### config.mk
export PLATFORM = sky130hd
export DESIGN_NAME = game_sequencer
export DESIGN_NICKNAME = d
export VERILOG_FILES = /design/src/rtl/game_pkg.sv /design/src/rtl/game_sequencer_health_drain.sv /design/src/rtl/game_sequencer.sv
export SDC_FILE = /design/constraint.sdc
export NUM_CORES = 1
export LEC_CHECK = 0
export ABC_AREA = 1
export CAP_MARGIN = 40
export CORE_MARGIN = 4
export CORE_UTILIZATION = 55
export CTS_CLUSTER_DIAMETER = 40
export DETAILED_ROUTE_END_ITERATION = 16
export PLACE_DENSITY_LB_ADDON = 0.2
export SYNTH_ARGS = -nofsm -noshare
export SYNTH_HDL_FRONTEND = slang
export SYNTH_SLANG_ARGS = --single-unit
### constraint.sdc
create_clock -name clk -period 12.8 [get_ports clk]
set_input_delay 2.56 -clock clk [delete_from_list [all_inputs] [get_ports clk]]
set_output_delay 2.56 -clock clk [all_outputs]
set_load 0.01 [all_outputs]
### src/rtl/game_pkg.sv
// Shared types and helpers for the modulus game sequencer.
// State encoding, field widths and the level-scaled drain period.
package game_pkg;

  typedef enum logic [2:0] {
    IDLE  = 3'd0,
    INIT  = 3'd1,
    GEN   = 3'd2,
    WAIT  = 3'd3,
    CHECK = 3'd4,
    OVER  = 3'd5
  } state_t;

  localparam int LEVEL_W = 3;
  localparam int SCORE_W = 10;
  localparam int CNT_W   = 27;

  // Period shrinks by step per level but never drops below floor.
  function automatic logic [CNT_W-1:0] drain_period(
    input logic [LEVEL_W-1:0] lvl,
    input int                 base,
    input int                 step,
    input int                 floor
  );
    int p;
    p = base - int'(lvl) * step;
    if (p < floor) p = floor;
    return p[CNT_W-1:0];
  endfunction

endpackage

### src/rtl/game_sequencer_health_drain.sv
// Health register with level-scaled periodic drain.
// Ports: load (game start), active, add/sub_penalty, level -> health, health_next.
module health_drain
  import game_pkg::*;
#(
  parameter int HEALTH_MAX    = 99,
  parameter int HEALTH_W      = 7,
  parameter int HEALTH_GAIN   = 5,
  parameter int WRONG_PENALTY = 10,
  parameter int BASE_TICKS    = 36000000,
  parameter int TICK_STEP     = 3000000,
  parameter int MIN_TICKS     = 12000000
) (
  input  logic                clk,
  input  logic                reset,
  input  logic                load,
  input  logic                active,
  input  logic                add,
  input  logic                sub_penalty,
  input  logic [LEVEL_W-1:0]  level,
  output logic [HEALTH_W-1:0] health,
  output logic [HEALTH_W-1:0] health_next
);

  logic [CNT_W-1:0] cnt;
  logic [CNT_W-1:0] period;
  logic             drain;
  int               net;

  // >= rather than == so a level-up that shortens the period
  // below the running count fires on the next compare.
  always_comb begin
    period = drain_period(level, BASE_TICKS, TICK_STEP, MIN_TICKS);
    drain  = active && (cnt >= period - CNT_W'(1));
  end

  // Gain, penalty and drain fold into one clamped update.
  always_comb begin
    net = int'(health);
    if (active) begin
      if (add)         net = net + HEALTH_GAIN;
      if (sub_penalty) net = net - WRONG_PENALTY;
      if (drain)       net = net - 1;
    end
    if (net < 0)          net = 0;
    if (net > HEALTH_MAX) net = HEALTH_MAX;
    health_next = HEALTH_W'(net);
  end

  always_ff @(posedge clk) begin
    if (reset) begin
      cnt    <= '0;
      health <= '0;
    end else if (load) begin
      cnt    <= '0;
      health <= HEALTH_W'(HEALTH_MAX);
    end else if (active) begin
      cnt    <= drain ? '0 : cnt + CNT_W'(1);
      health <= health_next;
    end
  end

endmodule

### src/rtl/game_sequencer.sv
// Modulus-game controller: problem generation, answer entry, scoring.
// Ports: start/keypad/rand in; problem, answer, health, score, level, state out.
module game_sequencer
  import game_pkg::*;
#(
  parameter int HEALTH_MAX    = 99,
  parameter int HEALTH_W      = 7,
  parameter int HEALTH_GAIN   = 5,
  parameter int WRONG_PENALTY = 10,
  parameter int BASE_TICKS    = 36000000,
  parameter int TICK_STEP     = 3000000,
  parameter int MIN_TICKS     = 12000000,
  parameter int STREAK_UP     = 5,
  parameter int MAX_LEVEL     = 6,
  parameter int ANS_DIGITS    = 2,
  parameter int RETRY_MAX     = 15,
  parameter int SCORE_MAX     = 999
) (
  input  logic                clk,
  input  logic                reset,
  input  logic                start,
  input  logic                key_valid,
  input  logic [3:0]          key_digit,
  input  logic                key_enter,
  input  logic                key_clear,
  input  logic [6:0]          rand_a,
  input  logic [3:0]          rand_b,
  output logic [6:0]          dividend,
  output logic [3:0]          divisor,
  output logic [6:0]          answer_val,
  output logic [1:0]          answer_len,
  output logic [HEALTH_W-1:0] health,
  output logic [SCORE_W-1:0]  score,
  output logic [LEVEL_W-1:0]  level,
  output logic [2:0]          state,
  output logic                correct_p,
  output logic                wrong_p,
  output logic                game_over
);

  localparam int RW = $clog2(RETRY_MAX + 1);
  localparam int SW = $clog2(STREAK_UP + 1);

  state_t              cur, nxt;
  logic [RW-1:0]       retry;
  logic [SW-1:0]       streak;
  logic [HEALTH_W-1:0] health_next;
  logic [3:0]          lim_raw, lim;
  logic                accept, fallback;
  logic                digit_ok, correct;
  logic                init_go, active;
  logic [6:0]          rem;
  logic [7:0]          acc;

  assign state = cur;

  always_comb begin
    lim_raw  = {1'b0, level} + 4'd3;
    lim      = (lim_raw > 4'd9) ? 4'd9 : lim_raw;
    accept   = (rand_b >= 4'd2) && (rand_b <= lim)
            && ({3'b000, rand_b} <= rand_a)
            && (rand_a <= 7'd99);
    fallback = (retry == RW'(RETRY_MAX));
    digit_ok = key_valid && (key_digit <= 4'd9)
            && (answer_len < 2'(ANS_DIGITS));
    acc      = {1'b0, answer_val} * 8'd10
             + {4'b0000, key_digit};
    rem      = dividend % {3'b000, divisor};
    correct  = (answer_val == rem);
    init_go  = start && ((cur == IDLE) || (cur == OVER));
    active   = (cur == GEN) || (cur == WAIT)
            || (cur == CHECK);
  end

  health_drain #(
    .HEALTH_MAX   (HEALTH_MAX),
    .HEALTH_W     (HEALTH_W),
    .HEALTH_GAIN  (HEALTH_GAIN),
    .WRONG_PENALTY(WRONG_PENALTY),
    .BASE_TICKS   (BASE_TICKS),
    .TICK_STEP    (TICK_STEP),
    .MIN_TICKS    (MIN_TICKS)
  ) u_drain (
    .clk        (clk),
    .reset      (reset),
    .load       (init_go),
    .active     (active),
    .add        ((cur == CHECK) && correct),
    .sub_penalty((cur == CHECK) && !correct),
    .level      (level),
    .health     (health),
    .health_next(health_next)
  );

  always_ff @(posedge clk) begin
    if (reset) cur <= IDLE;
    else       cur <= nxt;
  end

  always_comb begin
    nxt       = cur;
    correct_p = 1'b0;
    wrong_p   = 1'b0;
    game_over = 1'b0;
    unique case (cur)
      IDLE:  if (start) nxt = INIT;
      INIT:  nxt = GEN;
      GEN: begin
        if (health == '0)            nxt = OVER;
        else if (accept || fallback) nxt = WAIT;
      end
      WAIT: begin
        if (health == '0) nxt = OVER;
        else if (key_enter && answer_len != 2'd0)
          nxt = CHECK;
      end
      CHECK: begin
        correct_p = correct;
        wrong_p   = !correct;
        nxt       = (health_next == '0) ? OVER : GEN;
      end
      OVER: begin
        game_over = 1'b1;
        if (start) nxt = INIT;
      end
      default: nxt = IDLE;
    endcase
  end

  always_ff @(posedge clk) begin
    if (reset) begin
      dividend   <= '0;
      divisor    <= '0;
      answer_val <= '0;
      answer_len <= '0;
      score      <= '0;
      level      <= '0;
      streak     <= '0;
      retry      <= '0;
    end else if (init_go) begin
      answer_val <= '0;
      answer_len <= '0;
      score      <= '0;
      level      <= '0;
      streak     <= '0;
      retry      <= '0;
    end else begin
      unique case (cur)
        GEN: if (health != '0) begin
          if (accept) begin
            dividend   <= rand_a;
            divisor    <= rand_b;
            answer_val <= '0;
            answer_len <= '0;
            retry      <= '0;
          end else if (fallback) begin
            dividend   <= {1'b0, rand_a[5:0]} + 7'd2;
            divisor    <= 4'd2;
            answer_val <= '0;
            answer_len <= '0;
            retry      <= '0;
          end else begin
            retry <= retry + RW'(1);
          end
        end
        // Enter wins outright; clear beats a digit.
        WAIT: if (health != '0 && !key_enter) begin
          if (key_clear) begin
            answer_val <= '0;
            answer_len <= '0;
          end else if (digit_ok) begin
            answer_val <= 7'(acc);
            answer_len <= answer_len + 2'd1;
          end
        end
        CHECK: begin
          if (correct) begin
            if (score != SCORE_W'(SCORE_MAX))
              score <= score + SCORE_W'(1);
            if (streak + SW'(1) == SW'(STREAK_UP)) begin
              streak <= '0;
              if (level != LEVEL_W'(MAX_LEVEL))
                level <= level + LEVEL_W'(1);
            end else begin
              streak <= streak + SW'(1);
            end
          end else begin
            streak <= '0;
          end
        end
        default: ;
      endcase
    end
  end

endmodule

==> impl_metrics.json <==
{
  "period_minus_slack_ns": 12.09,
  "use_met2": 0.417,
  "drt_iter0_drc": 553,
  "use_met1": 0.321,
  "synth-main-ff-cell": "dfxtp_1",
  "wl_per_cell_um": 13.3,
  "yosys.area_share.adder": 0.157,
  "routed_wl_um": 20400,
  "clock_tree.buffer_depth": 2,
  "maxCapViolations": 0,
  "critPathCaptureType": "output port",
  "hold_viol": 0,
  "initial_utilization": 0.563,
  "grtUsageMet3": 0.0405,
  "synth_enable_flop_cells": 0,
  "fin_worst_skew_ns": 0.00913,
  "portBuffers": 66,
  "grt_pass1_vias": 7705,
  "drc": 0,
  "fill_cells": 1324,
  "core_um2": 14600,
  "syn_inst": 1277,
  "ys_seq_elements": 77,
  "ant_nets": 0,
  "fin_util": 0.646,
  "start_kind": "flip-flop",
  "netlist-cell-type-count": 60,
  "cts_root_buf": "clkbuf_16",
  "worstPathArrival_ns": 9.53,
  "antenna_found_initial": 0,
  "ys_top_cells_by_area": "dfxtp_1 19%, ha_1 14%, nand2_1 14%, inv_1 9.5%, nand3_1 5.2%",
  "timing.slew.headroom": 0.432,
  "nNetsFinal": 1465,
  "die_area_um2": 16900,
  "grt_max_degree": 24,
  "synthXorXnorAreaFrac": 0.0574,
  "hpwl_um": 16100,
  "cts_tree": "built",
  "finalSetupViolations": 0,
  "worstSetupPathType": "reg -> out",
  "hold_depth": 1,
  "post-route-period-util": 0.944,
  "worstRegToRegCells": 86,
  "die_h_um": 130,
  "clkTransAtPathRegs_ns": 0.07,
  "n_antenna_cell": 0,
  "rows": 44,
  "clkLatencyLatePin_ns": 0.36,
  "ios": 67,
  "firstDrtPassIters": 7,
  "synth_top_family_by_area": "simple AND/OR/NAND/NOR gates",
  "synth_compound_area_frac": 0.134,
  "crit_top_cell": "nand2_1",
  "max_freq_mhz": 82.7,
  "drive_gt1_frac": 0.0725,
  "cp_slowest_cell": "clkdlybuf4s50_1",
  "synth-warning-count": 0,
  "area_growth_pct": 14.8,
  "status": "finished clean",
  "overflow": 0,
  "grtUsageTotal": 0.247,
  "grt_first_pass_wirelength_um": 34600,
  "hold_class": "reg -> reg",
  "async_flop_share": 0,
  "critPathMaxFanout": 10,
  "vias_per_cell": 5.35,
  "yosysSeqAreaShare": 0.188,
  "numCtsBuffers": 9,
  "yosysTopAreaCell": "dfxtp_1",
  "worstPathRequired_ns": 10.24,
  "worst_slew_pin_slew_ns": 0.849,
  "synth.top_cell.area_share": 0.188,
  "gp_congestion": 0.905,
  "numClockSinks": 77,
  "fp.dieW_um": 130,
  "htreeDepth": 3,
  "avgSynthCellArea_um2": 6.43,
  "syn-num-nets": 1396,
  "syn_area_um2": 8210,
  "synthMuxAreaShare": 0,
  "yosysMostFrequentCell": "nand2_1",
  "top_usage_layer": "met2",
  "yosys.area_share.simple": 0.353,
  "cp_slowest_stage_delay_ns": 0.55,
  "drv_slew": 0,
  "via_count": 8209,
  "synth_commonest_cells": "296 x nand2_1, 208 x inv_1, 109 x nor2_1"
}
routing by layer:
metal	vias to the layer above	wire length [um]
met5	-	0
met4	0	448
met3	38	1010
met2	192	9530
met1	3684	9380
li1	4295	-
critical path, delay by kind of cell, from the launching register on:
family | cells | cell delay (ns)
AND/OR/NAND/NOR | 34 | 3.19
adder cells (fa/ha/maj) | 7 | 2.16
AO/OA/AOI/OAI | 11 | 1.90
buffers and inverters | 13 | 1.53
flip-flops | 1 | 0.38
worst paths after layout:
path / from / end / slack, ns
setup / recovery: divisor[0] / correct_p / 0.71
hold / removal: retry[3] / retry[3] / 0.48
setup reg to reg: divisor[0] / u_drain.health[1] / 1.47
hold reg to reg: retry[3] / retry[3] / 0.48
stage by stage:
step           cells  setup TNS [ns]  hold slack [ns]  setup slack (ns)  instance area [um2]
2_1_floorplan   1277               0            0.430              2.05                 8210
3_3_place_gp    1510               0            0.450             0.756                 9040
3_5_place_dp    1510               0            0.471             0.397                 9040
4_1_cts         1526               0            0.486            0.0116                 9310
5_1_grt         1535         -0.0405            0.513           -0.0325                 9430
6_report        1535               0            0.485             0.711                 9430
registers in the layout, summed over array words and instances, names as in the netlist:
| register | count |
|---|---|
| answer_len | 2 |
| answer_val | 7 |
| dividend | 7 |
| divisor | 4 |
| level | 3 |
| retry | 4 |
| score | 10 |
| state | 3 |
| streak | 3 |
| u_drain.cnt | 27 |
| u_drain.health | 7 |
cells by family (layout without fill, tap and decap cells):
group / count (synthesis) / after routing
DFF: 77 / 77
buffers and inverters: 238 / 312
other: 1 / 1
and+or+nand+nor: 622 / 622
xor gates and xnor gates: 53 / 53
adders and majority gates: 98 / 98
AOI/OAI and AO/OA: 188 / 188
cells in the final DEF (no fill, tap or decap), drive strengths merged, types with 2 or more instances in the layout:
cell           instances
nand4                 26
a221oi                 2
xor2                  41
fa                     8
or2                   12
nor4                   6
nand3                 99
o21a                   2
nor3                  30
xnor2                 12
clkbuf                10
and2                   2
clkinv                 6
nand3b                 3
nor3b                 14
a21oi                 84
and3                   3
buf                   11
inv                  218
nand2                308
o211ai                 5
a211oi                17
nor2                 118
o21bai                 4
o21ai                 56
a31oi                  8
clkdlybuf4s50         66
ha                    90
dfxtp                 77
cell type report:
class | count | area [um2] | area share
Clock buffer | 10 | 229 | 0.0243
Clock inverter | 6 | 47.5 | 0.00504
Inverter | 219 | 827 | 0.0877
Multi-Input combinational cell | 962 | 5810 | 0.616
Sequential cell | 77 | 1540 | 0.163
Tap cell | 184 | 230 | 0.0244
Timing Repair Buffer | 77 | 743 | 0.0788
repair_timing:
item                                    4_1_cts  5_1_grt
endpoints found under the setup margin        0       12
gates resized for setup                       0       13
buffers inserted                              0        9
hold buffers                                  0        0
Power is not shown: default switching activity piles up to over one toggle a cycle in this logic, so the estimate is an artifact.
==> RTL edit, RTL diff (same flow settings) <==
Make the reset (`reset`) asynchronous in 3 clocked blocks.
--- a/src/rtl/game_sequencer_health_drain.sv
+++ b/src/rtl/game_sequencer_health_drain.sv
@@ -48,5 +48,5 @@
   end
 
-  always_ff @(posedge clk) begin
+  always_ff @(posedge clk or posedge reset) begin
     if (reset) begin
       cnt    <= '0;
--- a/src/rtl/game_sequencer.sv
+++ b/src/rtl/game_sequencer.sv
@@ -93,5 +93,5 @@
   );
 
-  always_ff @(posedge clk) begin
+  always_ff @(posedge clk or posedge reset) begin
     if (reset) cur <= IDLE;
     else       cur <= nxt;
@@ -128,5 +128,5 @@
   end
 
-  always_ff @(posedge clk) begin
+  always_ff @(posedge clk or posedge reset) begin
     if (reset) begin
       dividend   <= '0;
Function: differs if reset is asserted again (counterexample within 4 cycles, from zero or initial values and one cycle with reset high); with reset held inactive, the same outputs for 4 cycles.
==> RTL edit against the unedited design <==
Die area rose by 6.8%. Synthesized cell count rose by 0.39%. Count of clock-buffer cells in the layout fell by 1. Final cell count rose by 2.1%. Register-to-register slack improved by 0.21 ns. Routed wire length rose by 5.3%. Setup slack improved by 0.16 ns. Sequential cell count did not move. Area after synthesis rose by 7.3%. Global-route usage fell by 0.47 points. Final area rose by 6.8%. Critical endpoint is now wrong_p. First-iteration DRC count fell by 10%.
Power is left out: the tool's default activity adds up to more than one toggle a clock period on the data nets, which glitch-free logic cannot reach.
==> RTL edit: results (changes against the unedited design) <==
register area share after synthesis: 21.9% (+3.1 points)
crit-path max FO: 15 (+5)
final RePlAce weighted congestion: 0.873 (-3.6%)
Yosys top cell by area: dfrtp_1
DP HPWL: 16.9 mm (+5.1%)
syn_nets: 1399 (+0.21%)
Least-Margin Pin Slew: 0.897 ns (+0.0485 ns)
fillers: 1440 (+8.8%)
r2r endpoint: state[0]
clk tree area frac: 3.04% (+0.11 points)
Avg Cell Area, Syn: 6.87 sq um (+6.9%)
vias in the first global route: 7980 (+3.6%)
final WL: 21.4 mm (+5.3%)
fraction of area in registers: 19.1% (+2.8 points)
wire per inst: 13.7 um (+3.1%)
placed cell area: 0.00971 sq mm (+7.5%)
die area: 0.0181 sq mm (+6.8%)
flop2flop setup slack: 1.68 ns (+0.21 ns)
Post-Synth XOR/XNOR Area: 6.16% (+0.42 points)
r2r worst-path depth: 84 (-2.3%)
buffer share of cell area: 7.48% (-0.40 points)
Via density: 5.43 (+1.4%)
fin nets: 1463 (-0.14%)
Slowest cell on crit path: or4_1
multi-input logic area: 0.00601 sq mm (+3.4%)
Starting DRT DRC Count: 496 (-10%)
Adder-Cell Fraction of Synth Area: 14.3% (-1.3 points)
Total GRT Usage: 24.2% (-0.47 points)
multi-input gates: 972 (+1.0%)
WP data arrival: 9.37 ns (-0.16 ns)
status: complete, no violations
Non-clk invs: 213 (-2.7%)
global-route wire length before repair: 36.6 mm (+5.8%)
DR pass1 iterations: 4 (-3)
asr flop ratio synth: 100% (+100 points)
Compound-Gate Fraction of Synth Area: 13.3% (-0.16 points)
Yosys cell types: 65 (+8.3%)
pin count of the biggest net entering global routing: 65 (+170%)
-- RTL edit: cell count changes after synthesis, moves of 14 or more --
cell,unedited run,this run
nand2_1,296,272
o21ai_0,50,66
a21oi_1,80,51
a211oi_1,17,3
dfxtp_1,77,0
dfrtp_1,0,77
-- RTL edit: layer usage --
metal | track usage [%] | up-vias | part of all wire, %
met5 | 0 | - | 0
met3 | 3.43 | 28 | 4.1
li1 | - | 4357 | -
met1 | 32.3 | 3937 | 46
met4 | 6.05 | 0 | 1.3
met2 | 41.5 | 179 | 48
-- RTL edit: worst max-delay path by stage --
| stage | start | to | slack, ns | depth (start not counted) |
|---|---|---|---|---|
| after detailed placement | divisor[0] | correct_p | 0.94 | 62 |
| after CTS | divisor[0] | correct_p | 0.54 | 62 |
| after global placement | divisor[0] | correct_p | 1.23 | 62 |
| after floorplan | divisor[0] | wrong_p | 2.27 | 63 |
| final | divisor[0] | wrong_p | 0.87 | 65 |
| after global routing | divisor[0] | wrong_p | -0.06 | 65 |
